===== src/rtl/sba_mem_bridge.sv =====
// Bridges a 64-bit SBA master onto a 32-bit req/gnt/rvalid memory port.
// Each access becomes up to two 32-bit beats; a range check and a per-beat timeout bound every transaction.
module sba_mem_bridge #(
  parameter int unsigned AddrWidth     = 16,
  parameter int unsigned TimeoutCycles = 255
) (
  input  logic                 clk_i,
  input  logic                 rst_i,
  input  logic                 sba_req_i,
  input  logic [63:0]          sba_addr_i,
  input  logic                 sba_we_i,
  input  logic [63:0]          sba_wdata_i,
  input  logic [7:0]           sba_be_i,
  output logic                 sba_gnt_o,
  output logic                 sba_rvalid_o,
  output logic [63:0]          sba_rdata_o,
  output logic                 sba_err_o,
  output logic                 mem_req_o,
  input  logic                 mem_gnt_i,
  output logic [AddrWidth-1:0] mem_addr_o,
  output logic                 mem_we_o,
  output logic [3:0]           mem_be_o,
  output logic [31:0]          mem_wdata_o,
  input  logic                 mem_rvalid_i,
  input  logic [31:0]          mem_rdata_i,
  input  logic                 mem_err_i
);

  typedef enum logic [2:0] {
    IDLE    = 3'd0,
    LO_REQ  = 3'd1,
    LO_WAIT = 3'd2,
    HI_REQ  = 3'd3,
    HI_WAIT = 3'd4,
    RESP    = 3'd5
  } state_e;

  // The counter is checked one cycle early so the limit lands on cycle TimeoutCycles.
  localparam logic [15:0] TimeoutLast = 16'(TimeoutCycles - 1);

  state_e                 state_r;
  logic [AddrWidth-1:3]   addr_r;
  logic                   we_r;
  logic [31:0]            wdata_hi_r;
  logic [3:0]             be_hi_r;
  logic [63:0]            rdata_r;
  logic                   err_r;
  logic [15:0]            cnt_r;
  logic                   rvalid_r;
  logic                   mem_req_r;
  logic [AddrWidth-1:0]   mem_addr_r;
  logic                   mem_we_r;
  logic [3:0]             mem_be_r;
  logic [31:0]            mem_wdata_r;
  logic                   out_of_range_s;
  logic                   timeout_s;
  logic                   beat_err_s;

  assign sba_gnt_o      = (state_r == IDLE) & sba_req_i;
  assign out_of_range_s = |(sba_addr_i >> AddrWidth);
  assign timeout_s      = (cnt_r == TimeoutLast);
  assign beat_err_s     = err_r | mem_err_i;

  assign sba_rvalid_o = rvalid_r;
  assign sba_rdata_o  = rdata_r;
  assign sba_err_o    = err_r;
  assign mem_req_o    = mem_req_r;
  assign mem_addr_o   = mem_addr_r;
  assign mem_we_o     = mem_we_r;
  assign mem_be_o     = mem_be_r;
  assign mem_wdata_o  = mem_wdata_r;

  // Transaction FSM with registered SBA and memory-side outputs.
  always_ff @(posedge clk_i) begin
    if (rst_i) begin
      state_r     <= IDLE;
      addr_r      <= '0;
      we_r        <= 1'b0;
      wdata_hi_r  <= 32'd0;
      be_hi_r     <= 4'd0;
      rdata_r     <= 64'd0;
      err_r       <= 1'b0;
      cnt_r       <= 16'd0;
      rvalid_r    <= 1'b0;
      mem_req_r   <= 1'b0;
      mem_addr_r  <= '0;
      mem_we_r    <= 1'b0;
      mem_be_r    <= 4'd0;
      mem_wdata_r <= 32'd0;
    end else begin
      rvalid_r <= 1'b0;
      case (state_r)
        IDLE: begin
          if (sba_req_i) begin
            addr_r     <= sba_addr_i[AddrWidth-1:3];
            we_r       <= sba_we_i;
            wdata_hi_r <= sba_wdata_i[63:32];
            be_hi_r    <= sba_be_i[7:4];
            rdata_r    <= 64'd0;
            err_r      <= 1'b0;
            cnt_r      <= 16'd0;
            mem_we_r   <= sba_we_i;
            if (out_of_range_s) begin
              err_r    <= 1'b1;
              rvalid_r <= 1'b1;
              state_r  <= RESP;
            end else if (|sba_be_i[3:0]) begin
              mem_req_r   <= 1'b1;
              mem_addr_r  <= {sba_addr_i[AddrWidth-1:3], 3'b000};
              mem_be_r    <= sba_be_i[3:0];
              mem_wdata_r <= sba_wdata_i[31:0];
              state_r     <= LO_REQ;
            end else if (|sba_be_i[7:4]) begin
              mem_req_r   <= 1'b1;
              mem_addr_r  <= {sba_addr_i[AddrWidth-1:3], 3'b100};
              mem_be_r    <= sba_be_i[7:4];
              mem_wdata_r <= sba_wdata_i[63:32];
              state_r     <= HI_REQ;
            end else begin
              rvalid_r <= 1'b1;
              state_r  <= RESP;
            end
          end else begin
            state_r <= IDLE;
          end
        end
        LO_REQ, HI_REQ: begin
          cnt_r <= cnt_r + 16'd1;
          if (timeout_s) begin
            mem_req_r <= 1'b0;
            err_r     <= 1'b1;
            rvalid_r  <= 1'b1;
            state_r   <= RESP;
          end else if (mem_gnt_i) begin
            mem_req_r <= 1'b0;
            state_r   <= (state_r == LO_REQ) ? LO_WAIT : HI_WAIT;
          end else begin
            state_r <= state_r;
          end
        end
        LO_WAIT, HI_WAIT: begin
          cnt_r <= cnt_r + 16'd1;
          if (mem_rvalid_i) begin
            err_r <= beat_err_s;
            if (!we_r) begin
              if (state_r == LO_WAIT) begin
                rdata_r[31:0] <= mem_rdata_i;
              end else begin
                rdata_r[63:32] <= mem_rdata_i;
              end
            end else begin
              rdata_r <= rdata_r;
            end
            // An errored LO beat suppresses the HI beat.
            if ((state_r == LO_WAIT) && (|be_hi_r) && !beat_err_s) begin
              cnt_r       <= 16'd0;
              mem_req_r   <= 1'b1;
              mem_addr_r  <= {addr_r, 3'b100};
              mem_be_r    <= be_hi_r;
              mem_wdata_r <= wdata_hi_r;
              state_r     <= HI_REQ;
            end else begin
              rvalid_r <= 1'b1;
              state_r  <= RESP;
            end
          end else if (timeout_s) begin
            err_r    <= 1'b1;
            rvalid_r <= 1'b1;
            state_r  <= RESP;
          end else begin
            state_r <= state_r;
          end
        end
        RESP: begin
          state_r <= IDLE;
        end
        default: begin
          state_r <= IDLE;
        end
      endcase
    end
  end

endmodule


===== config.mk =====
export PLATFORM = sky130hd
export DESIGN_NAME = sba_mem_bridge
export DESIGN_NICKNAME = d
export VERILOG_FILES = /design/src/rtl/sba_mem_bridge.sv
export SDC_FILE = /design/constraint.sdc
export NUM_CORES = 1
export LEC_CHECK = 0
export ABC_CLOCK_PERIOD_IN_PS = 2100
export BUFFER_PORTS_ARGS = -buffer_cell sky130_fd_sc_hd__buf_2
export CAP_MARGIN = 20
export CORE_UTILIZATION = 45
export DETAILED_ROUTE_END_ITERATION = 8
export GPL_TIMING_DRIVEN = 0
export PLACE_DENSITY = 0.84
export SLEW_MARGIN = 20
export SYNTH_ARGS = -nofsm -noshare
export SYNTH_HDL_FRONTEND = slang
export SYNTH_SLANG_ARGS = --single-unit

===== constraint.sdc =====
create_clock -name clk_i -period 2.1 [get_ports clk_i]
set_input_delay 0.105 -clock clk_i [delete_from_list [all_inputs] [get_ports clk_i]]
set_output_delay 0.105 -clock clk_i [all_outputs]
set_load 0.1 [all_outputs]

[Yosys cells after proc, flatten, opt, wreduce, memory -nomap -nowiden]
Cells that the tools add are included.
Word-level totals
  input bits: 175
  logic and storage cells: 115
  bits in registers: 188
  output and inout bits: 121
Cells by class
  bitwise logic cells: 2
  $add $sub $neg: 1
  muxes and demuxes: 64
  reductions and logical operators: 19
  equality and inequality tests: 15
Operators with widths (count)
  $mux W32: 8
  $mux W64: 3
  $mux W16: 9
  $pmux W64 S2: 1
  $pmux W32 S2: 1
  $pmux W16 S3: 1
  $reduce_or A48 Y1: 1
  $pmux W16 S2: 1
  $mux W3: 10
  $mux W4: 6
  $mux W1: 19
  $add A16 B1 Y16 const B: 1
  $eq A16 B8 Y1 const B: 1
  $ne A2 B2 Y1 const B: 7
  $reduce_or A4 Y1: 3
  $reduce_and A5 Y1: 2
  $pmux W1 S3: 3
  $pmux W3 S3: 1
  $pmux W4 S2: 1
  $reduce_and A7 Y1: 1
  $eq A3 B2 Y1 const B: 2
  $ne A3 B3 Y1 const B: 2
  $reduce_and A2 Y1: 3
  $reduce_and A6 Y1: 1
  11 further kinds: 13

[Logic depth before layout (Yosys ltp)]
Gate-level depths: netlist of the first run.
  depth after elaboration: 6
  mapped depth: 9
  mapped depth without buffers: 8

[Worst setup path after synthesis of the first run]
OpenSTA, ideal clock, no wires.
  path kind: register to register
  start point: reg state_r[2]
  end point: reg addr_r[10] (netlist bit)
  data required time: 2030 ps
  library setup time: 70 ps
  arrival time: 2433 ps
  slack: -404 ps
  stages on the path, launching flop included: 8
  buffers on the path: 2
  path through: dfxtp_1 -> buf_2 -> a211oi_2 -> nand2_1 -> inv_2 -> clkbuf_1 -> nand2_1 -> a21oi_1
On the way
  word-level cells in the longest chain between the ends: 2
RTL lines
  start, declared: RTL line 41  | state_e state_r;
  start signal, assigned: RTL line 136  | state_r <= (state_r == LO_REQ) ? LO_WAIT : HI_WAIT;
  start signal, assigned: RTL line 138  | state_r <= state_r;
  start signal, assigned: RTL line 171  | state_r <= state_r;
  $logic_not A3 Y1: RTL line 92  | case (state_r)
  $reduce_and A2 Y1 (no line)
  end signal, assigned: RTL line 95  | addr_r <= sba_addr_i[AddrWidth-1:3];
  end, declared: RTL line 42  | logic [AddrWidth-1:3] addr_r;
Every way passes these cells.
A chain may end at the register's enable or synchronous reset.

[Worst setup path after layout of the first run]
  start point: reg state_r[2]
  end point: reg mem_wdata_r[19] (netlist: mem_wdata_o[19])
On the way
  word-level cells in the longest chain between the ends: 5
  elaborated cells between the ends (all ways): 14
  classes of those cells: eq/ne: 7; mux: 1; reduce/logical: 6
RTL lines
  $eq A3 B2 Y1: RTL line 92, 155
  $logic_and A1 B1 Y1 (2 in series): RTL line 155  | if ((state_r == LO_WAIT) && (|be_hi_r) && !beat_err_s) begin
  $ne A2 B2 Y1 (no line)
  $reduce_and A6 Y1 (no line)
  end signal, assigned: RTL line 111  | mem_wdata_r <= sba_wdata_i[31:0];
  end signal, assigned: RTL line 117  | mem_wdata_r <= sba_wdata_i[63:32];
  end signal, assigned: RTL line 160  | mem_wdata_r <= wdata_hi_r;
  end, declared: RTL line 54  | logic [31:0] mem_wdata_r;
Parallel ways exist; a longest one is shown, timed or not.

==> results of run 1 <==
## cell families after synthesis
logic type                 count (synthesis)
AOI/OAI and AO/OA                        189
xor gates and xnor gates                  12
adders and majority gates                  2
buffers and inverters                     81
DFF                                      186
muxes                                     83
other                                      1
and+or+nand+nor                          448
## power breakdown
part / switching (mW) / total, mW / leakage, nW / internal [mW]
combinational: 6.87 / 9.58 / 3.72 / 2.71
clock: 1.49 / 3.16 / 0.278 / 1.68
sequential: 0.455 / 4.76 / 1.52 / 4.30
total: 8.81 / 17.5 / 5.52 / 8.69
## through the flow
step                instances  TNS, ps
floorplan                1003        0
global placement         1517   -51950
detailed placement       1517   -60040
CTS                      1642   -412.5
global route             1657    -3512
finish                   1657   -393.9
## worst max-delay path by stage
stage                     slack [ps]  cells past startpoint                           end                    start
after floorplan                  110                      7       addr_r[10]$_SDFFE_PP0P_  state_r[2]$_SDFFE_PP0P_
after global placement          -550                      6  sba_rdata_o[28]$_SDFFE_PP0P_  state_r[0]$_SDFFE_PP0P_
after detailed placement        -640                      6  sba_rdata_o[30]$_SDFFE_PP0P_  state_r[0]$_SDFFE_PP0P_
after CTS                        -50                      7      mem_be_o[1]$_SDFFE_PP0P_  state_r[1]$_SDFFE_PP0P_
after global routing            -140                      9  mem_wdata_o[28]$_SDFFE_PP0P_  state_r[2]$_SDFFE_PP0P_
final                            -70                      8  mem_wdata_o[19]$_SDFFE_PP0P_  state_r[2]$_SDFFE_PP0P_
## repair_timing
item	in CTS	in global routing
cloned	2	1
pin swaps	5	7
hold buffers	82	0
setup buffers	10	15
resized for setup	34	59
setup endpoints to repair	184	124
endpoints found under the hold margin	114	0
## critical path: stages (launching register included)
cell,delay [ps]
sky130_fd_sc_hd__dfxtp_4,360
sky130_fd_sc_hd__buf_4,140
sky130_fd_sc_hd__xnor2_2,160
sky130_fd_sc_hd__nor2_4,250
sky130_fd_sc_hd__buf_4,200
sky130_fd_sc_hd__clkbuf_1,350
sky130_fd_sc_hd__o21ai_0,300
sky130_fd_sc_hd__mux2i_4,240
sky130_fd_sc_hd__nor2_1,60
## area by class of cell
| type | instances | area [um^2] | area share, % |
|---|---|---|---|
| Multi-Input combinational cell | 736 | 4051 | 34.78 |
| Sequential cell | 186 | 3735 | 32.06 |
| Timing Repair Buffer | 399 | 2595 | 22.27 |
| Clock buffer | 19 | 432.9 | 3.716 |
| Buffer | 75 | 397.9 | 3.415 |
| Tap cell | 225 | 281.5 | 2.417 |
| Clock inverter | 13 | 133.9 | 1.149 |
| Inverter | 4 | 22.52 | 0.1933 |
## routing by layer
layer,vias to the layer above,GRT usage [%],share of wire (%),wire (um)
li1,4239,-,-,-
met1,4211,34.15,39,11090
met2,477,54.19,50,14290
met3,70,6.697,7.8,2197
met4,0,12.30,2.5,720
met5,-,0,0,0
## registers in the layout, summed over array words and instances (netlist names)
register / flops
mem_req_o: 1
sba_err_o: 1
sba_rvalid_o: 1
be_hi_r: 4
state_r: 3
cnt_r: 16
mem_wdata_o: 32
mem_be_o: 4
addr_r: 13
sba_rdata_o: 64
mem_addr_o: 14
mem_we_o: 1
wdata_hi_r: 32
## placed cells by master, fill, tap and decap left out, drive strengths merged, types with 4 or more instances in the layout
master	Yosys	final
nor3	6	6
a21oi	131	131
nand3	68	68
dlygate4sd3	0	82
o21ai	43	43
xor2	9	9
and3	4	4
nor4	14	14
inv	4	11
nand4	10	10
clkbuf	61	78
mux2i	83	83
or3	6	6
buf	16	333
clkinv	0	4
nor2	74	74
dfxtp	186	186
nand2	248	248
==> qor.tcl, run 1 <==
set qor(finish.utilization_pct) 67.35
set qor(synth_most_common_cell) {sky130_fd_sc_hd__nand2_1}
set qor(layout_worst_path_cycle_share_pct) 103.5
set qor(placement.setup.worst_slack_ps) -637.6
set qor(via_count_of_the_first_global_routing_pass) 8782
set qor(violations_in_the_final_reports) {negative setup slack}
set qor(grtUsageTotal_pct) 30.09
set qor(number_of_antenna_diodes) 0
set qor(fin_nets) 1596
set qor(cap_viol_max_count) 0
set qor(yosysTopAreaCellShare_pct) 46.63
set qor(core_area_um2) 17300
set qor(arrival_ps) 2490
set qor(ctsHtreeMaxLevel) 4
set qor(clock_sinks) 186
set qor(routed_wirelength_um) 28300
set qor(clock-skew-final_ps) 18.95
set qor(pwr_density_cell_nw_per_um2) 1503
set qor(upper_clock_frequency_limit_mhz) 460.1
set qor(post_synth_most_frequent_cells) {248 x sky130_fd_sc_hd__nand2_1, 186 x sky130_fd_sc_hd__dfxtp_1, 131 x sky130_fd_sc_hd__a21oi_1}
set qor(setup.reg_to_reg.worst_slack_ps) -70
set qor(rows) 48
set qor(global_route_wire_length_before_repair_um) 43310
set qor(setup.worst_path.end_class) {flop}
set qor(power.static_leakage_nw) 5.517
set qor(reg2regPathDepth) 8
set qor(port-buffer-count) 289
set qor(finalHoldViolCount) 0
set qor(ys_types) 46
set qor(initial_utilization_pct) 46.17
set qor(yosys-mux-area-fraction_pct) 10.40
set qor(drtPass1Iterations) 5
set qor(max-vdd-ir-drop_mv) 1.236
set qor(setup_viol) 17
set qor(fp.dieH_um) 135.2
set qor(dieArea_um2) 18280
set qor(clock_path_buffers) 2
set qor(netlist_top_cells_area) {sky130_fd_sc_hd__dfxtp_1 47%, sky130_fd_sc_hd__nand2_1 12%, sky130_fd_sc_hd__mux2i_1 10%}
set qor(cts_tree) {built}
set qor(timing.slew.headroom_pct) 49.57
set qor(hold_class) {in -> reg}
set qor(crit_fanout) 10
set qor(synth_seq_area_share_pct) 46.63
set qor(warnings_from_yosys) 0
set qor(placed_cell_area_um2) 9721
set qor(postSynthCellCount) 1002
set qor(synth_xor_area_share_pct) 1.316
set qor(yosys.area_share.simple_pct) 24.29
set qor(fin_hold_ws_ps) 47.27
set qor(totalPowerFinal_mw) 17.50
set qor(crit-reg2reg-capture) {mem_wdata_o[19]$_SDFFE_PP0P_}
set qor(synth_adder_area_share_pct) 0.3134
set qor(run_status) {finished, violations left}
set qor(grt_setup_unrepaired) {true}
set qor(cts-buffers-inserted) 17
set qor(critical_path_class) {reg -> reg}
set qor(regToRegStartpoint) {state_r[2]$_SDFFE_PP0P_}
set qor(ff_latch_count_synth) 186
set qor(avgViaCountPerCell) 5.430
set qor(number_of_antenna_violations_at_the_first_check_in_global_routing) 0
set qor(hold_path_startpoint) {mem_gnt_i}
set qor(cp_data_required_time_ps) 2410
set qor(worst_setup_sp_type) {flop}
set qor(synth_top_family_by_area) {simple AND/OR/NAND/NOR gates}
set qor(setup_ws_ps) -73.28
set qor(drive_gt1_share_pct) 28.56
set qor(filler_cell_count) 1353
set qor(die_width_um) 135.2
set qor(async_flop_share_pct) 0
set qor(synth_compound_area_share_pct) 12.50
set qor(synth_area_per_cell_um2) 7.969
set qor(hold-path-endpoint) {state_r[0]$_SDFFE_PP0P_}
set qor(hold-path-cell-count) 4
set qor(layout-area-overhead-vs-synth_pct) 45.89
set qor(first_iter_violations) 668
set qor(ctsRootBufferMaster) {sky130_fd_sc_hd__clkbuf_16}
set qor(io_pins) 296
set qor(number_of_nets_with_antenna_violations_after_routing) 0
set qor(final-max-slew-violation-count) 0
set qor(hpwl_um) 18470
set qor(detail_route.wl_per_cell_um) 17.08
set qor(post-route-drc-count) 0
set qor(final.min_clock_period_ps) 2173
set qor(largest_net_degree_at_the_start_of_global_routing) 18
set qor(synth_area_um2) 7985
set qor(overflow) 0
set qor(post-route-cell-area_um2) 11650
set qor(synth_largest_area_cell) {sky130_fd_sc_hd__dfxtp_1}
set qor(synth-main-ff-cell) {sky130_fd_sc_hd__dfxtp_1}
set qor(detailroute.via_count) 8997
set qor(clk-insertion-delay-late_ps) 440
set qor(max_slew.worst_pin.slew_ps) 756.4
set qor(clkTransAtPathRegs_ps) 80
set qor(edff_count_synth) 0
set qor(gpl.final_weighted_congestion) 0.8891
Note: power is estimated with default switching activity, not from simulation.
==> inputs of run 2 (changes only) <==
==> constraint.sdc (replaced) <==
create_clock -name clk_i -period 2.1 [get_ports clk_i]
set_input_delay 0.315 -clock clk_i [delete_from_list [all_inputs] [get_ports clk_i]]
set_output_delay 0.315 -clock clk_i [all_outputs]
set_load 0.1 [all_outputs]
==> qor.tcl, run 2 (synthesis results as in run 1) <==
set qor(run_status) {finished, violations left}
set qor(violations_in_the_final_reports) {negative setup slack}
set qor(rows) 48
set qor(largest_register_ff_count) 64
set qor(upper_clock_frequency_limit_mhz) 469.1
set qor(grtUsageTotal_pct) 27.59
set qor(post-route-drc-count) 0
set qor(clkTransAtPathRegs_ps) 70
set qor(via_count_of_the_first_global_routing_pass) 7824
set qor(drive_gt1_share_pct) 28.95
set qor(port-buffer-count) 289
set qor(hpwl_um) 18470
set qor(max-vdd-ir-drop_mv) 1.036
set qor(pwr_density_cell_nw_per_um2) 1590
set qor(hold-path-cell-count) 3
set qor(layout.cells.most_common_list) {293 x sky130_fd_sc_hd__buf_2, 247 x sky130_fd_sc_hd__nand2_1, 180 x sky130_fd_sc_hd__dfxtp_1, 130 x sky130_fd_sc_hd__a21oi_1, 82 x sky130_fd_sc_hd__mux2i_1}
set qor(placement.setup.worst_slack_ps) -637.6
set qor(clk-insertion-delay-late_ps) 430
set qor(crit-reg2reg-capture) {mem_wdata_o[11]$_SDFFE_PP0P_}
set qor(number_of_antenna_violations_at_the_first_check_in_global_routing) 1
set qor(core_area_um2) 17300
set qor(crit_fanout) 10
set qor(number_of_nets_with_antenna_violations_after_routing) 0
set qor(cts-buffers-inserted) 17
set qor(post-route-cell-area_um2) 10650
set qor(filler_cell_count) 1521
set qor(final-max-slew-violation-count) 0
set qor(fp.dieH_um) 135.2
set qor(setup_viol) 4
set qor(grt_setup_unrepaired) {true}
set qor(first_iter_violations) 591
set qor(gpl.final_weighted_congestion) 0.8891
set qor(layout-area-overhead-vs-synth_pct) 33.31
set qor(ctsRootBufferMaster) {sky130_fd_sc_hd__clkbuf_16}
set qor(worst_setup_sp_type) {flop}
set qor(regToRegStartpoint) {state_r[2]$_SDFFE_PP0P_}
set qor(setup.reg_to_reg.worst_slack_ps) -30
set qor(final.min_clock_period_ps) 2132
set qor(avgViaCountPerCell) 5.370
set qor(setup_ws_ps) -31.66
set qor(initial_utilization_pct) 46.17
set qor(overflow) 0
set qor(layout_worst_path_cycle_share_pct) 101.5
set qor(largest_net_degree_at_the_start_of_global_routing) 18
set qor(ctsHtreeMaxLevel) 4
set qor(placed_cell_area_um2) 9721
set qor(io_pins) 296
set qor(totalPowerFinal_mw) 16.93
set qor(routed_wirelength_um) 25640
set qor(fin_nets) 1501
set qor(clock_sinks) 186
set qor(seq_area_um2) 3736
set qor(die_width_um) 135.2
set qor(detail_route.wl_per_cell_um) 16.41
set qor(hold_class) {in -> reg}
set qor(cp_data_required_time_ps) 2410
set qor(global_route_wire_length_before_repair_um) 39500
set qor(cap_viol_max_count) 0
set qor(detailroute.via_count) 8394
set qor(finalHoldViolCount) 0
set qor(multi_input_comb_area_um2) 4015
set qor(power.static_leakage_nw) 5.072
set qor(setup.worst_path.end_class) {flop}
set qor(drtPass1Iterations) 7
set qor(cts_tree) {built}
set qor(clock_path_buffers) 2
set qor(reg2regPathDepth) 9
set qor(hold_path_startpoint) {sba_wdata_i[51]}
set qor(critical_path_class) {reg -> reg}
set qor(arrival_ps) 2440
set qor(final_common_cell) {sky130_fd_sc_hd__buf_2}
set qor(max_slew.worst_pin.slew_ps) 708.4
set qor(clock-skew-final_ps) 14.88
set qor(timing.slew.headroom_pct) 52.77
set qor(dieArea_um2) 18280
set qor(timing.setup.tns_ps) -41.79
set qor(hold-path-endpoint) {wdata_hi_r[19]$_SDFFE_PP0P_}
==> run 2: report_power, final <==
group	switching [mW]	total [mW]	internal, mW
combinational	6.66	9.03	2.37
sequential	0.437	4.74	4.30
clock	1.49	3.16	1.68
==> run 2: how the worst max path moves through the flow <==
stage	depth (start not counted)	to	startpoint	slack (ps)
floorplan	5	sba_gnt_o	state_r[2]$_SDFFE_PP0P_	100
global route	9	mem_wdata_o[11]$_SDFFE_PP0P_	state_r[2]$_SDFFE_PP0P_	-110
detailed placement	6	sba_rdata_o[30]$_SDFFE_PP0P_	state_r[0]$_SDFFE_PP0P_	-640
CTS	6	sba_gnt_o	state_r[1]$_SDFFE_PP0P_	-60
finish	9	mem_wdata_o[11]$_SDFFE_PP0P_	state_r[2]$_SDFFE_PP0P_	-30
global placement	6	sba_rdata_o[28]$_SDFFE_PP0P_	state_r[0]$_SDFFE_PP0P_	-550
==> run 2: metal layers <==
layer	global-route usage [%]	wire, um
met4	9.551	407
met5	0	0
met2	48.60	12840
met3	6.622	1938
met1	32.56	10460
==> run 2: timing repair <==
item | 4_1_cts | 5_1_grt
gates cloned | 1 | 0
pin swaps | 5 | 8
setup endpoints to repair | 184 | 129
hold buffers | 0 | 0
setup buffers | 9 | 4
resized for setup | 32 | 38
==> run 2: cell type report <==
cell class,instances,share of cell area [%]
timing repair buffer,303,15.07
inverter,4,0.2116
tap,225,2.645
clock inverter,13,1.258
clock buffer,19,4.067
sequential,186,35.10
buffer,76,3.914
antenna,1,0.02351
multi-input combinational,736,37.72
==> run 2: critical path, cell delays in order (launching register included) <==
cell                       delay (ps)
sky130_fd_sc_hd__dfxtp_4          380
sky130_fd_sc_hd__buf_8            150
sky130_fd_sc_hd__nor4_4           240
sky130_fd_sc_hd__nand3_2          140
sky130_fd_sc_hd__a221oi_4         380
sky130_fd_sc_hd__nand3_4          140
sky130_fd_sc_hd__buf_12           190
sky130_fd_sc_hd__buf_12           150
sky130_fd_sc_hd__mux2i_2          180
sky130_fd_sc_hd__nor2_1            60
==> run 2: stage by stage <==
| stage | utilization, % | hold WS [ps] | cells |
|---|---|---|---|
| floorplan | - | 436.6 | 1003 |
| global placement | 56.20 | 439.0 | 1517 |
| detailed placement | 56.20 | 444.0 | 1517 |
| CTS | 60.84 | 113.4 | 1558 |
| global route | 61.55 | 122.0 | 1563 |
| finish | 61.55 | 125.3 | 1563 |
==> inputs of run 3 (changes only) <==
--- a/config.mk
+++ b/config.mk
@@ -16,3 +16,4 @@
 export SYNTH_ARGS = -nofsm -noshare
 export SYNTH_HDL_FRONTEND = slang
 export SYNTH_SLANG_ARGS = --single-unit
+export TNS_END_PERCENT = 20
==> constraint.sdc (replaced) <==
create_clock -name clk_i -period 2.1 [get_ports clk_i]
set_input_delay 0.315 -clock clk_i [delete_from_list [all_inputs] [get_ports clk_i]]
set_output_delay 0.315 -clock clk_i [all_outputs]
set_load 0.05 [all_outputs]
==> qor.tcl, run 3 (synthesis results as in run 1) <==
set qor(cp_data_required_time_ps) 2390
set qor(critical_path_class) {reg -> reg}
set qor(rows) 48
set qor(avgViaCountPerCell) 5.297
set qor(initial_utilization_pct) 46.17
set qor(worst_setup_sp_type) {flop}
set qor(detailroute.via_count) 8301
set qor(number_of_antenna_violations_at_the_first_check_in_global_routing) 4
set qor(power_switching_share_pct) 44.00
set qor(clkTransAtPathRegs_ps) 70
set qor(routed_wirelength_um) 25540
set qor(fp.dieH_um) 135.2
set qor(dieArea_um2) 18280
set qor(hold-path-cell-count) 3
set qor(hold_class) {in -> reg}
set qor(arrival_ps) 2410
set qor(max-vdd-ir-drop_mv) 0.8527
set qor(largest_register_ff_count) 64
set qor(pwr_density_cell_nw_per_um2) 1431
set qor(hold-path-endpoint) {wdata_hi_r[7]$_SDFFE_PP0P_}
set qor(detail_route.wl_per_cell_um) 16.30
set qor(fin_nets) 1505
set qor(clock_path_buffers) 2
set qor(grtUsageTotal_pct) 27.26
set qor(multi_input_comb_area_um2) 4031
set qor(timing.slew.headroom_pct) 45.29
set qor(regToRegStartpoint) {state_r[2]$_SDFFE_PP0P_}
set qor(cts_tree) {built}
set qor(layout.cells.most_common_list) {294 x sky130_fd_sc_hd__buf_2, 247 x sky130_fd_sc_hd__nand2_1, 183 x sky130_fd_sc_hd__dfxtp_1, 131 x sky130_fd_sc_hd__a21oi_1, 77 x sky130_fd_sc_hd__mux2i_1}
set qor(final-instance-count-excl-fill) 1567
set qor(layout_worst_path_cycle_share_pct) 101.2
set qor(pwr-share-comb_pct) 48.4
set qor(setup_viol) 6
set qor(cap_viol_max_count) 0
set qor(share_seq_of_total_power_pct) 30.8
set qor(drtPass1Iterations) 6
set qor(gpl.final_weighted_congestion) 0.8612
set qor(run_status) {finished, violations left}
set qor(setup_ws_ps) -24.33
set qor(hpwl_um) 18670
set qor(violations_in_the_final_reports) {negative setup slack}
set qor(clock_sinks) 186
set qor(global_route_wire_length_before_repair_um) 39060
set qor(ctsHtreeMaxLevel) 4
set qor(port-buffer-count) 289
set qor(intPower_mw) 8.623
set qor(setup.worst_path.end_class) {flop}
set qor(cts-buffers-inserted) 17
set qor(final_common_cell) {sky130_fd_sc_hd__buf_2}
set qor(overflow) 0
set qor(filler_cell_count) 1472
set qor(power.static_leakage_nw) 5.093
set qor(largest_net_degree_at_the_start_of_global_routing) 17
set qor(crit-reg2reg-capture) {mem_addr_o[10]$_SDFFE_PP0P_}
set qor(place_inst) 1517
set qor(die_width_um) 135.2
set qor(first_iter_violations) 582
set qor(hold_path_startpoint) {sba_wdata_i[39]}
set qor(net-switching-power_mw) 6.776
set qor(drive_gt1_share_pct) 29.01
set qor(layout-area-overhead-vs-synth_pct) 34.72
set qor(seq_area_um2) 3730
set qor(proportion_of_power_drawn_by_the_clock_network_pct) 20.8
set qor(core_area_um2) 17300
set qor(max_slew.worst_pin.slew_ps) 813.1
set qor(upper_clock_frequency_limit_mhz) 470.7
set qor(number_of_nets_with_antenna_violations_after_routing) 0
set qor(post-route-drc-count) 0
set qor(clk-insertion-delay-late_ps) 420
set qor(crit_fanout) 10
set qor(reg2regPathDepth) 9
set qor(via_count_of_the_first_global_routing_pass) 7682
set qor(final.min_clock_period_ps) 2124
set qor(ctsRootBufferMaster) {sky130_fd_sc_hd__clkbuf_16}
set qor(grt_setup_unrepaired) {true}
set qor(clock-skew-final_ps) 10.54
set qor(setup.reg_to_reg.worst_slack_ps) -20
set qor(final-max-slew-violation-count) 0
set qor(timing.setup.tns_ps) -43.26
set qor(finalHoldViolCount) 0
set qor(cts_hold_buf) 0
set qor(io_pins) 296
==> run 3: changes by cell type in the layout (fill, tap and decap cells not counted), sizes merged <==
| cell | change |
|---|---|
| bufinv | +1 |
| buf | +1 |
| clkbuf | +6 |
| clkinvlp | +1 |
| inv | -5 |
==> run 3: how the worst max path moves through the flow <==
| stage | startpoint | endpoint | slack (ps) | cells past startpoint |
|---|---|---|---|---|
| 3_5_place_dp | state_r[0]$_SDFFE_PP0P_ | sba_rdata_o[31]$_SDFFE_PP0P_ | -480 | 6 |
| 3_3_place_gp | state_r[0]$_SDFFE_PP0P_ | sba_rdata_o[31]$_SDFFE_PP0P_ | -490 | 6 |
| 5_1_grt | state_r[2]$_SDFFE_PP0P_ | mem_wdata_o[10]$_SDFFE_PP0P_ | -110 | 9 |
| 2_1_floorplan | sba_err_o$_SDFFE_PP0P_ | mem_be_o[3]$_SDFFE_PP0P_ | 140 | 7 |
| 6_report | state_r[2]$_SDFFE_PP0P_ | mem_addr_o[10]$_SDFFE_PP0P_ | -20 | 9 |
| 4_1_cts | state_r[0]$_SDFFE_PP0P_ | mem_wdata_o[9]$_SDFFE_PP0P_ | -3 | 9 |
==> run 3: area by class of cell <==
class                   instances  area share [%]
clock buffers                  22           4.315
clock inverters                10           1.082
diodes                          1         0.02326
well taps                     225           2.617
repair buffers                307           15.63
inverters                       4          0.2094
plain buffers                  76           3.978
multi-input cells             736           37.47
flip-flops and latches        186           34.67
==> run 3: critical path: stages (launching register included) <==
cell and delay [ps]:
sky130_fd_sc_hd__dfxtp_4 380, sky130_fd_sc_hd__buf_8 140, sky130_fd_sc_hd__nor4_4 260, sky130_fd_sc_hd__nand3_2 140, sky130_fd_sc_hd__a221oi_4 350, sky130_fd_sc_hd__nand3_4 130, sky130_fd_sc_hd__buf_12 190, sky130_fd_sc_hd__buf_12 150
sky130_fd_sc_hd__mux2i_2 170, sky130_fd_sc_hd__nor2_1 60
==> run 3: per-stage QoR <==
step	hold slack (ps)	power (mW)	area [um^2]	util (%)	setup slack, ps
6_report	143.1	15.40	10760	62.20	-24.33
5_1_grt	132.6	16.20	10760	62.20	-110.5
4_1_cts	120.2	14.91	10500	60.72	-2.978
3_5_place_dp	444.8	11.25	9718	56.18	-483.8
3_3_place_gp	439.2	11.14	9718	56.18	-488.2
2_1_floorplan	436.6	9.465	7990	-	135.6
==> run 3: repair_timing <==
item,in CTS,in global routing
resized for setup,29,42
pin swaps,4,6
endpoints found under the setup margin,180,129
buffers inserted,6,8
cloned,1,3
hold endpoints to repair,0,0
==> run 3: power by group through the flow <==
| stage | Combinational [mW] | Clock (mW) | Sequential [mW] |
|---|---|---|---|
| after floorplan | 3.24 | 0 | 6.23 |
| after CTS | 6.96 | 3.23 | 4.71 |
| after global routing | 8.01 | 3.38 | 4.82 |
| after detailed placement | 6.47 | 0 | 4.77 |
| after global placement | 6.41 | 0 | 4.73 |
| final | 7.45 | 3.20 | 4.74 |
==> run 3: layer usage <==
layer / global-route usage (%) / share of wire [%] / wire length (um) / up-vias
met4: 6.804 / 1.0 / 256 / 6
met2: 47.29 / 50 / 12760 / 345
met1: 33.22 / 42 / 10620 / 3870
li1: - / - / - / 4048
met5: 0 / 0.13 / 32 / -
met3: 7.407 / 7.3 / 1864 / 32
